**config.mk**
```make
export PLATFORM = sky130hd
export DESIGN_NAME = vending_fsm_flat
export DESIGN_NICKNAME = d
export VERILOG_FILES = /design/src/rtl/vending_if.sv /design/src/rtl/vending_fsm.sv /design/src/flat_wrapper.sv
export SDC_FILE = /design/constraint.sdc
export NUM_CORES = 1
export LEC_CHECK = 0
export ABC_AREA = 1
export BUFFER_PORTS_ARGS = -buffer_cell sky130_fd_sc_hd__clkbuf_2
export CELL_PAD_IN_SITES_DETAIL_PLACEMENT = 0
export CELL_PAD_IN_SITES_GLOBAL_PLACEMENT = 1
export CORE_UTILIZATION = 38
export DETAILED_ROUTE_END_ITERATION = 12
export GPL_ROUTABILITY_DRIVEN = 0
export PLACE_DENSITY_LB_ADDON = 0.1
export SLEW_MARGIN = 40
export SYNTH_ARGS = -nofsm -noshare
export SYNTH_HDL_FRONTEND = slang
export SYNTH_SLANG_ARGS = --single-unit
```
**constraint.sdc**
```tcl
create_clock -name clk -period 2.38 [get_ports clk]
set_input_delay 0.357 -clock clk [delete_from_list [all_inputs] [get_ports clk]]
set_output_delay 0.357 -clock clk [all_outputs]
set_load 0.01 [all_outputs]
```
**src/rtl/vending_if.sv**
```systemverilog
// -----------------------------------------------------------------------------
// vending_if
// Signal bundle between the coin/cancel front end and the vending controller.
//   master : drives coin_in / cancel, observes the controller outputs
//   slave  : the vending controller itself
// Signals:
//   coin_in[N_COIN]  single-cycle debounced coin pulses, one bit per channel
//   cancel           single-cycle refund request
//   credit           credit currently held (units of 0.5 yuan)
//   led[LED_W]       thermometer display of credit
//   dispense         one-cycle item release pulse
//   refund           one-cycle cancel/timeout refund pulse
//   change_vld       one-cycle pulse qualifying change
//   change           amount to return, zero outside change_vld
//   coin_rej         one-cycle pulse: a coin arrived while it could not be taken
//   busy             controller is not idle
// The parameters must match those of the vending_fsm instance it connects to.
// -----------------------------------------------------------------------------
interface vending_if #(
  parameter int CREDIT_W = 4,
  parameter int N_COIN   = 2,
  parameter int LED_W    = 8
);
  logic [N_COIN-1:0]   coin_in;
  logic                cancel;
  logic [CREDIT_W-1:0] credit;
  logic [LED_W-1:0]    led;
  logic                dispense;
  logic                refund;
  logic                change_vld;
  logic [CREDIT_W-1:0] change;
  logic                coin_rej;
  logic                busy;

  modport master (
    output coin_in, cancel,
    input  credit, led, dispense, refund, change_vld, change, coin_rej, busy
  );

  modport slave (
    input  coin_in, cancel,
    output credit, led, dispense, refund, change_vld, change, coin_rej, busy
  );
endinterface

```
**src/rtl/vending_fsm.sv**
```systemverilog
// -----------------------------------------------------------------------------
// vending_fsm
// Parametrised coin-operated vending controller. Accumulates credit from
// N_COIN coin channels, dispenses once credit reaches PRICE and returns the
// exact change, refunds on cancel or after TIMEOUT_CYCLES of inactivity, and
// drives a thermometer LED bank of the current credit. All outputs are
// registered.
// Ports:
//   clk  single clock
//   rst  synchronous active-high reset
//   bus  vending_if slave modport (coin/cancel in, credit/led/pulses out)
// -----------------------------------------------------------------------------
module vending_fsm #(
  parameter int                           CREDIT_W       = 4,
  parameter int                           N_COIN         = 2,
  parameter logic [N_COIN*CREDIT_W-1:0]   COIN_VAL       = {4'd2, 4'd1},
  parameter int                           PRICE          = 6,
  parameter int                           TIMEOUT_CYCLES = 250_000_000,
  parameter int                           LED_W          = 8
) (
  input  logic       clk,
  input  logic       rst,
  vending_if.slave   bus
);

  function automatic int coin_total();
    int s = 0;
    for (int i = 0; i < N_COIN; i++) s += int'(COIN_VAL[i*CREDIT_W +: CREDIT_W]);
    return s;
  endfunction

  localparam int COIN_TOTAL = coin_total();

  // Worst case credit is PRICE-1 plus every channel at once; that must fit
  // in CREDIT_W bits so change never needs the carry bit.
  if (PRICE < 1 || TIMEOUT_CYCLES < 2 ||
      PRICE - 1 + COIN_TOTAL >= 2**CREDIT_W) begin : g_cfg_err
    $error("vending_fsm: illegal PRICE/COIN_VAL/TIMEOUT_CYCLES configuration");
  end

  localparam int                  CNT_W      = $clog2(TIMEOUT_CYCLES);
  localparam int                  CNT_LAST_I = TIMEOUT_CYCLES - 2;
  // The refund decision is made one cycle before the registered refund pulse
  // appears, so the last counted value is TIMEOUT_CYCLES-2.
  localparam logic [CNT_W-1:0]    CNT_LAST   = CNT_LAST_I[CNT_W-1:0];
  localparam logic [CREDIT_W:0]   PRICE_X    = PRICE[CREDIT_W:0];
  localparam logic [CREDIT_W-1:0] PRICE_N    = PRICE[CREDIT_W-1:0];

  typedef enum logic [1:0] {ST_IDLE, ST_COLLECT, ST_VEND, ST_REFUND} state_e;

  state_e              state_q, state_d;
  logic [CREDIT_W-1:0] credit_q, credit_d;
  logic [CNT_W-1:0]    cnt_q, cnt_d;
  logic [CREDIT_W-1:0] chg_d;

  logic [CREDIT_W:0]   sum, nxt;
  logic                has_coin, paid;

  logic [LED_W-1:0]    led_q, led_d;
  logic                dispense_q, dispense_d;
  logic                refund_q, refund_d;
  logic                change_vld_q, change_vld_d;
  logic [CREDIT_W-1:0] change_q, change_d;
  logic                coin_rej_q, coin_rej_d;
  logic                busy_q, busy_d;

  // State and output registers.
  always_ff @(posedge clk) begin
    // NOTE: sequential state uses non-blocking assignments so every flop
    // samples pre-edge values regardless of statement order.
    if (rst) begin
      state_q      <= ST_IDLE;
      credit_q     <= '0;
      cnt_q        <= '0;
      led_q        <= '0;
      dispense_q   <= 1'b0;
      refund_q     <= 1'b0;
      change_vld_q <= 1'b0;
      change_q     <= '0;
      coin_rej_q   <= 1'b0;
      busy_q       <= 1'b0;
    end else begin
      state_q      <= state_d;
      credit_q     <= credit_d;
      cnt_q        <= cnt_d;
      led_q        <= led_d;
      dispense_q   <= dispense_d;
      refund_q     <= refund_d;
      change_vld_q <= change_vld_d;
      change_q     <= change_d;
      coin_rej_q   <= coin_rej_d;
      busy_q       <= busy_d;
    end
  end

  // Next-state logic: credit, timeout counter and change to be presented.
  always_comb begin
    // NOTE: every variable gets a default before the case so no path leaves
    // it unassigned, which would infer a latch.
    sum = '0;
    for (int i = 0; i < N_COIN; i++) begin
      if (bus.coin_in[i]) sum = sum + {1'b0, COIN_VAL[i*CREDIT_W +: CREDIT_W]};
    end
    nxt      = {1'b0, credit_q} + sum;
    has_coin = (sum != '0);
    paid     = (nxt >= PRICE_X);

    state_d  = state_q;
    credit_d = credit_q;
    cnt_d    = cnt_q;
    chg_d    = '0;

    case (state_q)
      ST_IDLE: begin
        credit_d = '0;
        cnt_d    = '0;
        if (has_coin) begin
          if (paid) begin
            state_d = ST_VEND;
            chg_d   = nxt[CREDIT_W-1:0] - PRICE_N;
          end else begin
            state_d  = ST_COLLECT;
            credit_d = nxt[CREDIT_W-1:0];
          end
        end
      end

      ST_COLLECT: begin
        if (has_coin) begin
          // The coin is counted first; a completed purchase overrides cancel.
          cnt_d = '0;
          if (paid) begin
            state_d  = ST_VEND;
            credit_d = '0;
            chg_d    = nxt[CREDIT_W-1:0] - PRICE_N;
          end else if (bus.cancel) begin
            state_d  = ST_REFUND;
            credit_d = '0;
            chg_d    = nxt[CREDIT_W-1:0];
          end else begin
            credit_d = nxt[CREDIT_W-1:0];
          end
        end else if (bus.cancel || cnt_q == CNT_LAST) begin
          state_d  = ST_REFUND;
          credit_d = '0;
          cnt_d    = '0;
          chg_d    = credit_q;
        end else begin
          cnt_d = cnt_q + 1'b1;
        end
      end

      ST_VEND, ST_REFUND: begin
        state_d  = ST_IDLE;
        credit_d = '0;
        cnt_d    = '0;
      end

      default: begin
        state_d  = ST_IDLE;
        credit_d = '0;
        cnt_d    = '0;
      end
    endcase
  end

  // Output logic: values the output registers take on the coming edge.
  always_comb begin
    dispense_d   = (state_d == ST_VEND);
    refund_d     = (state_d == ST_REFUND);
    change_vld_d = dispense_d | refund_d;
    change_d     = chg_d;
    busy_d       = (state_d != ST_IDLE);
    coin_rej_d   = (state_q == ST_VEND || state_q == ST_REFUND) && (|bus.coin_in);
    led_d        = '0;
    for (int k = 0; k < LED_W; k++) led_d[k] = (int'(credit_d) > k);
  end

  assign bus.credit     = credit_q;
  assign bus.led        = led_q;
  assign bus.dispense   = dispense_q;
  assign bus.refund     = refund_q;
  assign bus.change_vld = change_vld_q;
  assign bus.change     = change_q;
  assign bus.coin_rej   = coin_rej_q;
  assign bus.busy       = busy_q;

endmodule
```
**src/flat_wrapper.sv**
```systemverilog
// flat-port wrapper written by rule: the top's interface ports become plain ports
module vending_fsm_flat 
#(
  parameter int                           CREDIT_W       = 4,
  parameter int                           N_COIN         = 2,
  parameter logic [N_COIN*CREDIT_W-1:0]   COIN_VAL       = {4'd2, 4'd1},
  parameter int                           PRICE          = 6,
  parameter int                           TIMEOUT_CYCLES = 250_000_000,
  parameter int                           LED_W          = 8
)
  (clk, rst, bus_coin_in, bus_cancel, bus_credit, bus_led, bus_dispense, bus_refund, bus_change_vld, bus_change, bus_coin_rej, bus_busy);
  vending_if #(.CREDIT_W(CREDIT_W), .N_COIN(N_COIN), .LED_W(LED_W)) bus_i ();
  input  logic clk;
  input  logic rst;
  input wire logic [$bits(bus_i.coin_in)-1:0] bus_coin_in;
  input wire logic [$bits(bus_i.cancel)-1:0] bus_cancel;
  output wire logic [$bits(bus_i.credit)-1:0] bus_credit;
  output wire logic [$bits(bus_i.led)-1:0] bus_led;
  output wire logic [$bits(bus_i.dispense)-1:0] bus_dispense;
  output wire logic [$bits(bus_i.refund)-1:0] bus_refund;
  output wire logic [$bits(bus_i.change_vld)-1:0] bus_change_vld;
  output wire logic [$bits(bus_i.change)-1:0] bus_change;
  output wire logic [$bits(bus_i.coin_rej)-1:0] bus_coin_rej;
  output wire logic [$bits(bus_i.busy)-1:0] bus_busy;
  assign bus_i.coin_in = bus_coin_in;
  assign bus_i.cancel = bus_cancel;
  assign bus_credit = bus_i.credit;
  assign bus_led = bus_i.led;
  assign bus_dispense = bus_i.dispense;
  assign bus_refund = bus_i.refund;
  assign bus_change_vld = bus_i.change_vld;
  assign bus_change = bus_i.change;
  assign bus_coin_rej = bus_i.coin_rej;
  assign bus_busy = bus_i.busy;
  vending_fsm #(.CREDIT_W(CREDIT_W), .N_COIN(N_COIN), .COIN_VAL(COIN_VAL), .PRICE(PRICE), .TIMEOUT_CYCLES(TIMEOUT_CYCLES), .LED_W(LED_W)) u_core (.clk(clk), .rst(rst), .bus(bus_i));
endmodule
```
# == Word-level counts from Yosys, hierarchy flattened ==
# Index checks and enable logic that the tools add are counted.
# totals
reg_bits,51
latch_bits,0
mem_bits_rw,0
romBits,0
memories,0
# classes
n_addsub,4
mul,0
div_mod_pow,0
magnitude_cmp,9
eq_ne,6
n_shift,0
mux,26
bitwise,1
reduce_logical,9
# op_table
operator,count
2-to-1 mux 28 bit,2
case mux 28 bit (2 select lines),1
2-to-1 mux 4 bit,12
"adder 28 x 1 -> 28 bit, second input constant",1
"== test 28 bit, second input constant",1
"greater-than comparator 4 x 3 -> 1 bit, second input constant",4
2-to-1 mux 2 bit,6
case mux 4 bit (3 select lines),1
"== test 2 bit, second input constant",4
"greater-than comparator 4 x 1 -> 1 bit, second input constant",2
"greater-than comparator 4 x 2 -> 1 bit, second input constant",2
case mux 4 bit (2 select lines),1
case mux 2 bit (3 select lines),1
adder 4 x 5 -> 5 bit,1
">= comparator 5 x 3 -> 1 bit, second input constant",1
2-to-1 mux 5 bit,1
nonzero test 5 bit,1
OR reduction 2 bit,2
"subtractor 4 x 3 -> 4 bit, second input constant",1
"adder 1 x 2 -> 3 bit, second input constant",1
OR reduction 3 bit,1
"== test 2 x 1 -> 1 bit, second input constant",1
logical NOT 2 bit,1
logical OR 1 bit,2
other kinds (4),4

# == Depth between registers and ports, before layout ==
# Gate-level depths: netlist of the first run.
# depth
ltp_word,10
mapped_depth,19
depth_no_buf,19

# == Worst setup path after synthesis of the first run ==
# Ideal clock, no wire load.
# synth_timing
path_kind,reg2reg
from,"reg u_core.credit_q[0], in the netlist u_core.bus.credit[0]"
to,"reg u_core.busy_q, in the netlist u_core.bus.busy"
t_arrival_ns,2.344
t_required_ns,2.248
setup_slack_ns,-0.095
path_stages_with_launch,16
path_buffers,0
period_less_slack_ns,2.475
cell_sequence,dfxtp_1 > ha_1 > inv_1 > fa_1 > inv_1 > ha_1 > nor2_1 > nand2_1 > nor2_4 > nand2_2 > inv_2 > nand2_1 > nand2_1 > o21ai_1 > nand2_1 > o21ai_0
# synth_between
elab_chain_cells,6
word_cells_on_any_way,8
# synth_lines
item,line_no,rtl
start: declaration,vending_fsm.sv:52,"logic [CREDIT_W-1:0] credit_q, credit_d;"
start signal: assignment,vending_fsm.sv:84,credit_q <= credit_d;
adder 4 x 5 -> 5 bit *,vending_fsm.sv:104,"nxt = {1'b0, credit_q} + sum;"
>= comparator 5 x 3 -> 1 bit *,vending_fsm.sv:106,paid = (nxt >= PRICE_X);
"2-to-1 mux 2 bit, on equally long branches","vending_fsm.sv:132, vending_fsm.sv:118",
"2-to-1 mux 2 bit, on equally long branches","vending_fsm.sv:129, vending_fsm.sv:117",
case mux 2 bit (3 select lines) *,vending_fsm.sv:113,case (state_q)
nonzero test 2 bit *,vending_fsm.sv:173,busy_d = (state_d != ST_IDLE);
end signal: assignment,vending_fsm.sv:92,busy_q <= busy_d;
end: declaration,vending_fsm.sv:65,"logic busy_q, busy_d;"
# Every way passes the cells marked *; elsewhere a longest branch is shown, timed or not.
# A chain may end at the register's enable or synchronous reset.

# == Final worst setup path of the first run ==
# layout_timing
from,"reg u_core.credit_q[0], in the netlist u_core.bus.credit[0]"
to,"reg u_core.change_q[2], in the netlist u_core.bus.change[2]"
# layout_between
elab_chain_cells,5
word_cells_on_any_way,9
# layout_lines
item,line_no,rtl
adder 4 x 5 -> 5 bit *,vending_fsm.sv:104,
subtractor 4 x 3 -> 4 bit (tied with other cells),"vending_fsm.sv:120, vending_fsm.sv:135",
"2-to-1 mux 4 bit, on equally long branches","vending_fsm.sv:132, vending_fsm.sv:118",
"2-to-1 mux 4 bit, on equally long branches","vending_fsm.sv:129, vending_fsm.sv:117",
case mux 4 bit (2 select lines) *,vending_fsm.sv:113,
end signal: assignment,vending_fsm.sv:90,change_q <= change_d;
end: declaration,vending_fsm.sv:63,"logic [CREDIT_W-1:0] change_q, change_d;"
# Marks and branches as above.

==> results of run 1 <==
==> worst max path at each step <==
stage	from	endpoint	slack (ns)	cells after the start
after floorplan	u_core.bus.credit[0]$_SDFF_PP0_	u_core.bus.busy$_SDFF_PP0_	0.006	15
after global placement	bus_coin_in[0]	u_core.bus.busy$_SDFF_PP0_	-0.18	16
after detailed placement	bus_coin_in[0]	u_core.bus.busy$_SDFF_PP0_	-0.19	19
after CTS	u_core.bus.credit[0]$_SDFF_PP0_	u_core.bus.busy$_SDFF_PP0_	0.01	15
after global routing	u_core.bus.credit[0]$_SDFF_PP0_	u_core.bus.led[2]$_SDFF_PP0_	-0.07	14
final	u_core.bus.credit[0]$_SDFF_PP0_	u_core.bus.change[2]$_SDFF_PP0_	0.07	15
==> placed cells by master, fill, tap and decap left out, types with 5 or more instances in the layout <==
master	netlist	routed
clkbuf_8	0	6
nand2_2	7	15
o21ai_1	8	9
dfxtp_1	51	50
clkbuf_2	0	25
xor2_1	8	8
nor2_2	4	5
buf_4	0	17
nor2_4	4	5
nor3_1	10	10
inv_2	11	14
nand2_1	81	72
nor2_1	44	42
inv_1	41	37
nand4_1	6	6
nand3_1	24	21
a21oi_1	19	19
==> cell usage after synthesis <==
library cell  instances
buf_2                 3
fa_1                  1
nand3_2               1
nor3_2                3
nor2_4                4
nor2_2                4
nand4_2               1
inv_1                41
clkinv_1              1
inv_2                11
nor4_1                2
or2_0                 2
dfxtp_1              51
clkbuf_1              1
o21ai_0               5
nand3_1              24
xor2_1                8
o21a_1                1
nor3_1               10
o211ai_1              1
or3_1                 1
nand4_1               6
nand2_2               7
a21oi_1              19
ha_1                  5
or2_2                 4
nand2_1              81
o21ai_1               8
nor3b_2               2
nor3_4                3
xnor2_1               3
nor2_1               44
a21oi_2               3
==> sequential cells by signal (all words and copies together) (netlist names) <==
register	count
u_core.bus.dispense	1
u_core.bus.credit	4
u_core.state_q	2
u_core.bus.change	4
u_core.bus.change_vld	1
u_core.bus.busy	1
u_core.bus.led	8
u_core.cnt_q	28
u_core.bus.refund	1
u_core.bus.coin_rej	1
==> stage by stage <==
| step | std cells | hold slack, ns | instance area, sq um | total power, W | util |
|---|---|---|---|---|---|
| 2_1_floorplan | 361 | 0.425 | 2610 | 0.00126 | - |
| 3_3_place_gp | 475 | 0.445 | 2930 | 0.00149 | 0.454 |
| 3_5_place_dp | 475 | 0.453 | 2930 | 0.00148 | 0.454 |
| 4_1_cts | 483 | 0.424 | 3060 | 0.00212 | 0.474 |
| 5_1_grt | 484 | 0.445 | 3140 | 0.00230 | 0.486 |
| 6_report | 484 | 0.437 | 3140 | 0.00217 | 0.486 |
==> routing by layer <==
layer | share of wire | up-vias | GRT usage
met1 | 0.46 | 1036 | 0.207
met5 | 0 | - | 0
met4 | 0.021 | 0 | 0.0755
met3 | 0.019 | 8 | 0.0295
li1 | - | 1232 | -
met2 | 0.50 | 21 | 0.311
==> power groups by stage <==
stage | Combinational, W | Clock, W | Sequential (W)
3_3_place_gp | 0.000529 | 0 | 0.000961
4_1_cts | 0.000541 | 0.000639 | 0.000940
2_1_floorplan | 0.000281 | 0 | 0.000984
5_1_grt | 0.000672 | 0.000680 | 0.000945
6_report | 0.000609 | 0.000621 | 0.000939
3_5_place_dp | 0.000524 | 0 | 0.000959
==> cells by family after synthesis <==
group,synth area share
and+or+nand+nor,0.375
buffers and inverters,0.0840
DFF,0.394
AOI/OAI and AO/OA,0.0777
xor gates and xnor gates,0.0372
adders and majority gates,0.0319
==> what timing repair did <==
item	CTS	global route
resized for setup	7	20
gates cloned	0	0
pin swaps	4	12
setup buffers	0	1
endpoints found under the setup margin	13	15
==> cell type report <==
| type | instances | area (sq um) | area share |
|---|---|---|---|
| multi-input combinational | 253 | 1450 | 0.461 |
| sequential | 51 | 1020 | 0.326 |
| timing repair buffer | 42 | 253 | 0.0805 |
| inverter | 53 | 201 | 0.0641 |
| tap | 77 | 96.3 | 0.0307 |
| clock buffer | 6 | 82.6 | 0.0263 |
| clock inverter | 2 | 35.0 | 0.0112 |
==> key figures, run 1 <==
Drt
  • DR iter-0 viols: 103
  • Post-DRT Antenna Nets: 0
  • Drt total wl: 5790 microns
  • Number of vias per cell: 4.75
  • Avg WL per Cell: 12.0 microns
  • Routed via count: 2297
  • DRC viols: 0
  • DRT Pass-1 Iters: 4

Yosys
  • Mapped Nets: 372
  • Yosys top cell by area: dfxtp_1
  • Synthesized flop and latch total: 51
  • Ys Warns: 0
  • Register area share after synthesis: 0.394
  • Mapped Cells: approximately 360
  • Area contributors post-synth: dfxtp_1 39%, nand2_1 12%, nor2_1 6.4%
  • Post-Syn Area: between 2000 and 3000 sq um
  • Share of the synthesized area in the top cell type: 0.394
  • Avg Cell Area, Syn: just over 7 sq um
  • Netlist cell types: 33

Global route
  • Vias in the first global route: 2277
  • Initial antenna violation count: 0
  • Global-route usage over all layers: 0.175
  • GR Overflow Total: 0
  • First-pass GRT wire length: 9970 microns
  • Pin count of the biggest net entering global routing: 26

Timing
  • Tmin final: 2.31 ns
  • Final hold vios: 0
  • Setup TNS: 0 ns
  • Setup Viol. Count Final: 0
  • Max_slew headroom: 0.596
  • Unrepaired setup endpoints after global routing: true
  • Fin crit share: 0.972
  • Worst Tran Pin Value: 0.603 ns
  • Fmax: 432 MHz
  • Worst setup margin: 0.0661 ns
  • Max-slew violation count: 0
  • Setup Skew: 0.00584 ns

Clocking
  • CTS clk-pin slew, worst paths: 0.09 ns
  • # H-tree levels: 2
  • Hold_buf cts: 0
  • Skew-Pair Late Insertion Delay: 0.30 ns
  • CTS buffer count: 5
  • CTS root buf: clkbuf_8
  • Clock tree buffer depth: 2
  • Clock sink total: 51
  • CTS tree: built

Power
  • Combinational Power Share: 0.281
  • Internal power: 0.00151 W
  • Leak: 1.31 nW
  • Power Dens Cells: 691 nW/um^2
  • Switching Share: 0.302
  • Sw power: around 0.00066 W
  • Clock power frac: 0.286
  • Max IR drop VDD: between 0.3 and 0.4 mV
  • Reg power frac: 0.433

Worst setup path
  • FF-to-FF path depth: 15
  • Reg-to-reg endpoint: u_core.bus.change[2]$_SDFF_PP0_
  • CP bufs+invs: 4
  • CP Data Required Time: ~2.6 ns
  • CP endpoint kind: register
  • Worst Path Arrival: between 2 and 3 ns
  • Slowest CP cell: fa_2
  • Most frequent CP cell: inv_2
  • CP Class: register to register
  • Worst setup SP type: register
  • Critical path cell sequence: ha_4, inv_2, fa_2, inv_2, ha_4, nor2_4, nand2_2, nor2_4, buf_4, inv_2, nand2_2, nor2_1, nor2_1, o211ai_1, a21oi_1
  • Slowest stage delay, CP: roughly 0.56 ns
  • Top Family by Delay on Critical Path: adder cells
  • Peak fanout along the critical path: 5
  • Reg2Reg Setup Slack: 0.07 ns
  • Reg-to-Reg Start: u_core.bus.credit[0]$_SDFF_PP0_

Floorplanning
  • Chip Width: 84.6 microns
  • Core box area: around 6500 sq um
  • Initial core utilization: 0.401
  • FP Rows: 29
  • Io pins: 26
  • Die height: 84.6 microns
  • Die area: around 7200 sq um

Placed design
  • Setup WS pre-CTS: -0.193 ns
  • Detailed Place HPWL: approximately 4400 microns
  • Port Buffers: 25

Final layout
  • Fraction of layout cells with a size suffix above 1: 0.283
  • ANT cells: 0
  • Layout net count: 417
  • Fillers: approximately 670
  • Growth of design area from synthesis to finish: 21.1%

Hold path
  • Hold_sp: rst
  • Type of the worst min-delay path: input pin to register
  • WHS Path Cells: 2
  • Hold path endpoint: u_core.bus.credit[2]$_SDFF_PP0_

Status
  • Status: finished clean

Run
  • Max cap viols: 0
No activity file was read; power rests on OpenSTA's default activity.
==> inputs of run 2 (changes only) <==
--- a/config.mk
+++ b/config.mk
@@ -9,7 +9,8 @@
 export BUFFER_PORTS_ARGS = -buffer_cell sky130_fd_sc_hd__clkbuf_2
 export CELL_PAD_IN_SITES_DETAIL_PLACEMENT = 0
 export CELL_PAD_IN_SITES_GLOBAL_PLACEMENT = 1
-export CORE_UTILIZATION = 38
+export CORE_UTILIZATION = 45
+export CTS_CLUSTER_DIAMETER = 50
 export DETAILED_ROUTE_END_ITERATION = 12
 export GPL_ROUTABILITY_DRIVEN = 0
 export PLACE_DENSITY_LB_ADDON = 0.1
==> constraint.sdc (replaced) <==
create_clock -name clk -period 2.8 [get_ports clk]
set_input_delay 0.42 -clock clk [delete_from_list [all_inputs] [get_ports clk]]
set_output_delay 0.42 -clock clk [all_outputs]
set_load 0.01 [all_outputs]
==> run 2 against run 1 <==
  * Final cell count down 4.1%
  * Power down 21%
  * Critical path depth up 3
  * Clock skew up 0.0060 ns
  * Via count down 3.6%
  * Core utilization up 4.5 points
  * First-iteration DRC count down 28%
  * Design area down 6.3%
  * Clock power down 15%
  * Die area down 15%
  * Largest power group unchanged
  * Highest routed layer unchanged
==> key figures, run 2 (synthesis gave the netlist of run 1 again) <==
Worst setup path
  • Critical path cell sequence: ha_2, inv_1, fa_2, inv_1, nand2_1, nand2_1, inv_1, ha_1, nor2_1, nand2_1, nor2_4, nand2_2, inv_2, nand2_1, nand2_1, o21ai_1, nand2_2, o21ai_0 (was ha_4, inv_2, fa_2, inv_2, ha_4, nor2_4, nand2_2, nor2_4, buf_4, inv_2, nand2_2, nor2_1, nor2_1, o211ai_1, a21oi_1)
  • CP bufs+invs: 4 (unchanged)
  • Peak fanout along the critical path: 6 (was 5)
  • CP Class: register to register (unchanged)
  • Worst setup SP type: register (unchanged)
  • Slowest stage delay, CP: 0.38 ns (was 0.56 ns)
  • Worst Path Arrival: 2.71 ns (was 2.55 ns)
  • CP endpoint kind: register (unchanged)
  • Top Family by Delay on Critical Path: simple AND/OR/NAND/NOR gates (was adder cells)
  • CP Data Required Time: 2.98 ns (was 2.61 ns)
  • Slowest CP cell: dfxtp_4 (was fa_2)
  • Most frequent CP cell: nand2_1 (was inv_2)

Final layout
  • Growth of design area from synthesis to finish: 13.6% (was 21.1%)
  • Max reg flops: 28 (unchanged)
  • Post-route insts no fill: 464 (was 484)
  • ANT cells: 0 (unchanged)
  • Fraction of layout cells with a size suffix above 1: 0.212 (was 0.283)
  • Layout net count: 402 (was 417)
  • Fillers: 575 (was 673)
  • Commonest non-fill, non-tap cell in the layout: nand2_1 (unchanged)
  • Most frequent cells in the layout: 80 x nand2_1, 50 x dfxtp_1, 44 x nor2_1, 41 x inv_1, 25 x clkbuf_2 (was 72 x nand2_1, 50 x dfxtp_1, 42 x nor2_1, 37 x inv_1, 25 x clkbuf_2)
  • Final instance area: 2940 sq um (was 3140 sq um)
  • Biggest register: u_core.cnt_q (unchanged)

Floorplanning
  • Chip Width: 77.9 microns (was 84.6 microns)
  • Core box area: 5540 sq um (was 6460 sq um)
  • FP Rows: 27 (was 29)
  • Die height: 77.9 microns (was 84.6 microns)
  • Initial core utilization: 0.468 (was 0.401)
  • Die area: 6070 sq um (was 7160 sq um)
  • Io pins: 26 (unchanged)

Drt
  • Drt total wl: 5340 microns (was 5790 microns)
  • DRT Pass-1 Iters: 4 (unchanged)
  • Routed via count: 2215 (was 2297)
  • DRC viols: 0 (unchanged)
  • Avg WL per Cell: 11.5 microns (was 12.0 microns)
  • Number of vias per cell: 4.77 (was 4.75)
  • Post-DRT Antenna Nets: 0 (unchanged)
  • DR iter-0 viols: 74 (was 103)

Timing
  • Fin crit share: 0.905 (was 0.972)
  • Worst Tran Pin Value: 0.529 ns (was 0.603 ns)
  • Setup Viol. Count Final: 0 (unchanged)
  • Unrepaired setup endpoints after global routing: false (was true)
  • Final hold vios: 0 (unchanged)
  • Tmin final: 2.53 ns (was 2.31 ns)
  • Max-slew violation count: 0 (unchanged)
  • Setup Skew: 0.0118 ns (was 0.00584 ns)
  • Max_slew headroom: 0.646 (was 0.596)
  • Setup TNS: 0 ns (unchanged)
  • Fmax: 395 MHz (was 432 MHz)
  • Worst Hold Slack: 0.469 ns (was 0.437 ns)

Clocking
  • CTS buffer count: 5 (unchanged)
  • CTS tree: built (unchanged)
  • Skew-Pair Late Insertion Delay: 0.30 ns (about the same)
  • CTS root buf: clkbuf_8 (unchanged)
  • Clock sink total: 51 (unchanged)
  • Clock tree buffer depth: 2 (unchanged)
  • # H-tree levels: 2 (unchanged)
  • CTS clk-pin slew, worst paths: 0.09 ns (about the same)

Placed design
  • Placed cell areas: 2800 sq um (was 2930 sq um)
  • Port Buffers: 25 (unchanged)
  • Detailed Place HPWL: 4050 microns (was 4430 microns)
  • Dpl cells: 455 (was 475)

Global route
  • Routing usage on met3: 0.0388 (was 0.0295)
  • Vias in the first global route: 2054 (was 2277)
  • Global routing met1 resource utilization: 0.239 (was 0.207)
  • Global-route usage over all layers: 0.192 (was 0.175)
  • Pin count of the biggest net entering global routing: 26 (unchanged)
  • GR Overflow Total: 0 (unchanged)
  • Routing usage on met2: 0.331 (was 0.311)
  • Most Crowded Layer GR: met2 (unchanged)
  • Initial antenna violation count: 0 (unchanged)
  • First-pass GRT wire length: 9220 microns (was 9970 microns)

Power
  • Leak: 1.23 nW (was 1.31 nW)
  • Max IR drop VDD: 0.282 mV (was 0.301 mV)
  • Power Dens Cells: 583 nW/um^2 (was 691 nW/um^2)

Run
  • Max cap viols: 0 (unchanged)

Hold path
  • Type of the worst min-delay path: register to register (was input pin to register)

Status
  • Status: finished clean (unchanged)
[run 2: final cells by class]
cell class	instances	area, sq um	area share
clock buffers	6	82.6	0.0280
repair buffers	27	140	0.0476
inverters	53	199	0.0676
multi-input cells	253	1370	0.466
flip-flops and latches	51	1020	0.348
clock inverters	2	35.0	0.0119
well taps	72	90.1	0.0306
[run 2: report_power, final]
group          leakage (nW)  internal [W]  total, W  switching, W
clock                0.0612      0.000289  0.000529      0.000240
combinational         0.753      0.000138  0.000384      0.000246
sequential            0.414      0.000777  0.000802     0.0000255
[run 2: layer usage]
metal,vias up,wire [microns]
met5,-,0
li1,1203,-
met3,6,137
met1,972,2580
met2,34,2560
met4,0,65
[run 2: what timing repair did]
item,CTS,global route
buffers inserted,0,1
hold endpoints to repair,0,0
hold buffers,0,0
resized for setup,0,7
endpoints found under the setup margin,0,13
[run 2: worst paths after layout]
kind	start	slack [ns]	cells after the start	end
hold reg to reg	u_core.cnt_q[0]$_SDFF_PP0_	0.47	1	u_core.cnt_q[0]$_SDFF_PP0_
setup reg to reg	u_core.bus.credit[0]$_SDFF_PP0_	0.27	18	u_core.bus.busy$_SDFF_PP0_
hold / removal	u_core.cnt_q[0]$_SDFF_PP0_	0.47	1	u_core.cnt_q[0]$_SDFF_PP0_
setup / recovery	u_core.bus.credit[0]$_SDFF_PP0_	0.27	18	u_core.bus.busy$_SDFF_PP0_
[run 2: metrics by stage]
| stage | total power, W | setup WS (ns) | utilization |
|---|---|---|---|
| finish | 0.00172 | 0.266 | 0.531 |
| detailed placement | 0.00118 | 0.0153 | 0.505 |
| global route | 0.00182 | 0.0371 | 0.531 |
| global placement | 0.00118 | 0.106 | 0.505 |
| CTS | 0.00171 | 0.108 | 0.526 |
| floorplan | 0.00107 | 0.325 | - |
==> inputs of run 3 (changes only) <==
--- a/config.mk
+++ b/config.mk
@@ -7,13 +7,10 @@
 export LEC_CHECK = 0
 export ABC_AREA = 1
 export BUFFER_PORTS_ARGS = -buffer_cell sky130_fd_sc_hd__clkbuf_2
-export CELL_PAD_IN_SITES_DETAIL_PLACEMENT = 0
-export CELL_PAD_IN_SITES_GLOBAL_PLACEMENT = 1
 export CORE_UTILIZATION = 45
 export CTS_CLUSTER_DIAMETER = 50
 export DETAILED_ROUTE_END_ITERATION = 12
 export GPL_ROUTABILITY_DRIVEN = 0
-export PLACE_DENSITY_LB_ADDON = 0.1
 export SLEW_MARGIN = 40
 export SYNTH_ARGS = -nofsm -noshare
 export SYNTH_HDL_FRONTEND = slang
==> run 3 against run 2 <==
  * Core utilization down 0.93 points
  * Clock power shrank 18%
  * Fmax shrank 1.5%
  * Largest cell class unchanged
  * Flip-flop and latch count did not move
==> key figures, run 3 (synthesis gave the netlist of run 1 again) <==
Status
  • Status: finished clean (unchanged)

Floorplanning
  • Die area: 6070 sq um (unchanged)
  • Chip Width: 77.9 microns (unchanged)
  • Io pins: 26 (unchanged)
  • Initial core utilization: 0.468 (unchanged)
  • FP Rows: 27 (unchanged)
  • Die height: 77.9 microns (unchanged)
  • Core box area: 5540 sq um (unchanged)

Final layout
  • Final instance area: 2890 sq um (was 2940 sq um)
  • Post-route insts no fill: 463 (was 464)
  • Core Util, Final: 0.522 (was 0.531)
  • Biggest register: u_core.cnt_q (unchanged)
  • Fillers: 553 (was 575)
  • Layout net count: 401 (was 402)
  • ANT cells: 0 (unchanged)
  • Max reg flops: 28 (unchanged)
  • Commonest non-fill, non-tap cell in the layout: nand2_1 (unchanged)
  • Most frequent cells in the layout: 80 x nand2_1, 50 x dfxtp_1, 44 x nor2_1, 41 x inv_1, 25 x clkbuf_2 (unchanged)
  • Growth of design area from synthesis to finish: 11.6% (was 13.6%)
  • Fraction of layout cells with a size suffix above 1: 0.202 (was 0.212)

Placed design
  • Dpl cells: 455 (unchanged)
  • Placed cell areas: 2800 sq um (unchanged)
  • Detailed Place HPWL: 4040 microns (was 4050 microns)
  • Port Buffers: 25 (unchanged)
  • Setup WS pre-CTS: 0.0364 ns (was 0.0153 ns)

Timing
  • Worst setup margin: 0.227 ns (was 0.266 ns)
  • Fmax: 389 MHz (was 395 MHz)
  • Setup Skew: 0.0117 ns (was 0.0118 ns)
  • Tmin final: 2.57 ns (was 2.53 ns)
  • Unrepaired setup endpoints after global routing: true (was false)
  • Final hold vios: 0 (unchanged)
  • Fin crit share: 0.919 (was 0.905)
  • Setup Viol. Count Final: 0 (unchanged)
  • Max_slew headroom: 0.672 (was 0.646)
  • Worst Tran Pin Value: 0.490 ns (was 0.529 ns)
  • Max-slew violation count: 0 (unchanged)

Power
  • Power Total: 0.00160 W (was 0.00172 W)
  • Max IR drop VDD: 0.277 mV (was 0.282 mV)
  • Leak: 1.20 nW (was 1.23 nW)
  • Power Dens Cells: 552 nW/um^2 (was 583 nW/um^2)

Clocking
  • CTS tree: built (unchanged)
  • Clock tree buffer depth: 2 (unchanged)
  • CTS root buf: clkbuf_8 (unchanged)
  • CTS buffer count: 5 (unchanged)
  • CTS clk-pin slew, worst paths: 0.10 ns (was 0.09 ns)
  • # H-tree levels: 2 (unchanged)
  • Skew-Pair Late Insertion Delay: 0.31 ns (was 0.30 ns)
  • Post-CTS Setup Bufs: 0 (unchanged)
  • Clock sink total: 51 (unchanged)

Worst setup path
  • CP endpoint kind: register (unchanged)
  • FF-to-FF path depth: 17 (was 18)
  • Peak fanout along the critical path: 6 (unchanged)
  • CP Data Required Time: 3.05 ns (was 2.98 ns)
  • Worst setup SP type: register (unchanged)
  • Worst Path Arrival: 2.82 ns (was 2.71 ns)
  • CP Class: register to register (unchanged)

Drt
  • DRT Pass-1 Iters: 5 (was 4)
  • DRC viols: 0 (unchanged)
  • DR iter-0 viols: 73 (was 74)
  • Avg WL per Cell: 11.4 microns (was 11.5 microns)
  • Number of vias per cell: 4.92 (was 4.77)
  • Drt total wl: 5270 microns (was 5340 microns)
  • Routed via count: 2276 (was 2215)
  • Post-DRT Antenna Nets: 0 (unchanged)

Hold path
  • Type of the worst min-delay path: input pin to register (was register to register)
  • WHS Path Cells: 2 (was 1)

Run
  • Max cap viols: 0 (unchanged)

Global route
  • GR Overflow Total: 0 (unchanged)
  • Global-route usage over all layers: 0.191 (was 0.192)
  • Vias in the first global route: 2134 (was 2054)
  • Pin count of the biggest net entering global routing: 26 (unchanged)
  • Initial antenna violation count: 0 (unchanged)
  • First-pass GRT wire length: 9200 microns (was 9220 microns)
==> run 3: layer usage <==
metal / vias up / part of all wire / routed length (microns) / global-route usage
met3: 13 / 0.030 / 157 / 0.0365
met1: 1011 / 0.47 / 2490 / 0.234
met5: - / 0 / 0 / 0
met4: 0 / 0.026 / 138 / 0.0815
li1: 1206 / - / - / -
met2: 46 / 0.47 / 2480 / 0.327
==> run 3: layout make-up <==
cell class                 instances  area (sq um)  share of cell area
clock buffer                       5          68.8              0.0238
clock inverter                     3          23.8             0.00822
inverter                          53           199              0.0688
multi-input combinational        253          1360               0.469
sequential                        51          1020               0.353
tap                               72          90.1              0.0311
timing repair buffer              26           133              0.0458
==> run 3: worst max-delay path: stages, from the launching register on <==
cell     delay (ns)
dfxtp_2        0.38
ha_1           0.19
inv_1          0.06
fa_1           0.40
inv_1          0.07
nand2_1        0.06
nand2_1        0.08
inv_1          0.07
ha_1           0.22
nor2_1         0.10
nand2_1        0.09
nor2_4         0.16
nand2_2        0.10
inv_2          0.08
nand3_1        0.15
nand3_1        0.13
nand2_1        0.09
o21ai_1        0.09
==> run 3: path summary, 6_finish.rpt <==
check                                        from                         endpoint  slack, ns
setup / recovery  u_core.bus.credit[0]$_SDFF_PP0_     u_core.bus.led[1]$_SDFF_PP0_       0.23
hold / removal                                rst  u_core.bus.credit[2]$_SDFF_PP0_       0.46
hold reg to reg        u_core.cnt_q[0]$_SDFF_PP0_       u_core.cnt_q[0]$_SDFF_PP0_       0.47
setup reg to reg  u_core.bus.credit[0]$_SDFF_PP0_     u_core.bus.led[1]$_SDFF_PP0_       0.23
==> run 3: stage by stage <==
| step | setup TNS (ns) | hold WS (ns) |
|---|---|---|
| finish | 0 | 0.461 |
| detailed placement | 0 | 0.453 |
| global route | -0.00451 | 0.467 |
| CTS | 0 | 0.453 |
| floorplan | 0 | 0.430 |
| global placement | 0 | 0.448 |
==> run 3: repair_timing <==
item / CTS / global route
resized for setup: 0 / 2
setup endpoints to repair: 0 / 11
hold buffers: 0 / 0
==> run 3: power by group <==
part           switching, W  internal (W)
logic              0.000235      0.000127
clock network      0.000254      0.000179
registers         0.0000254      0.000776
total              0.000515       0.00108
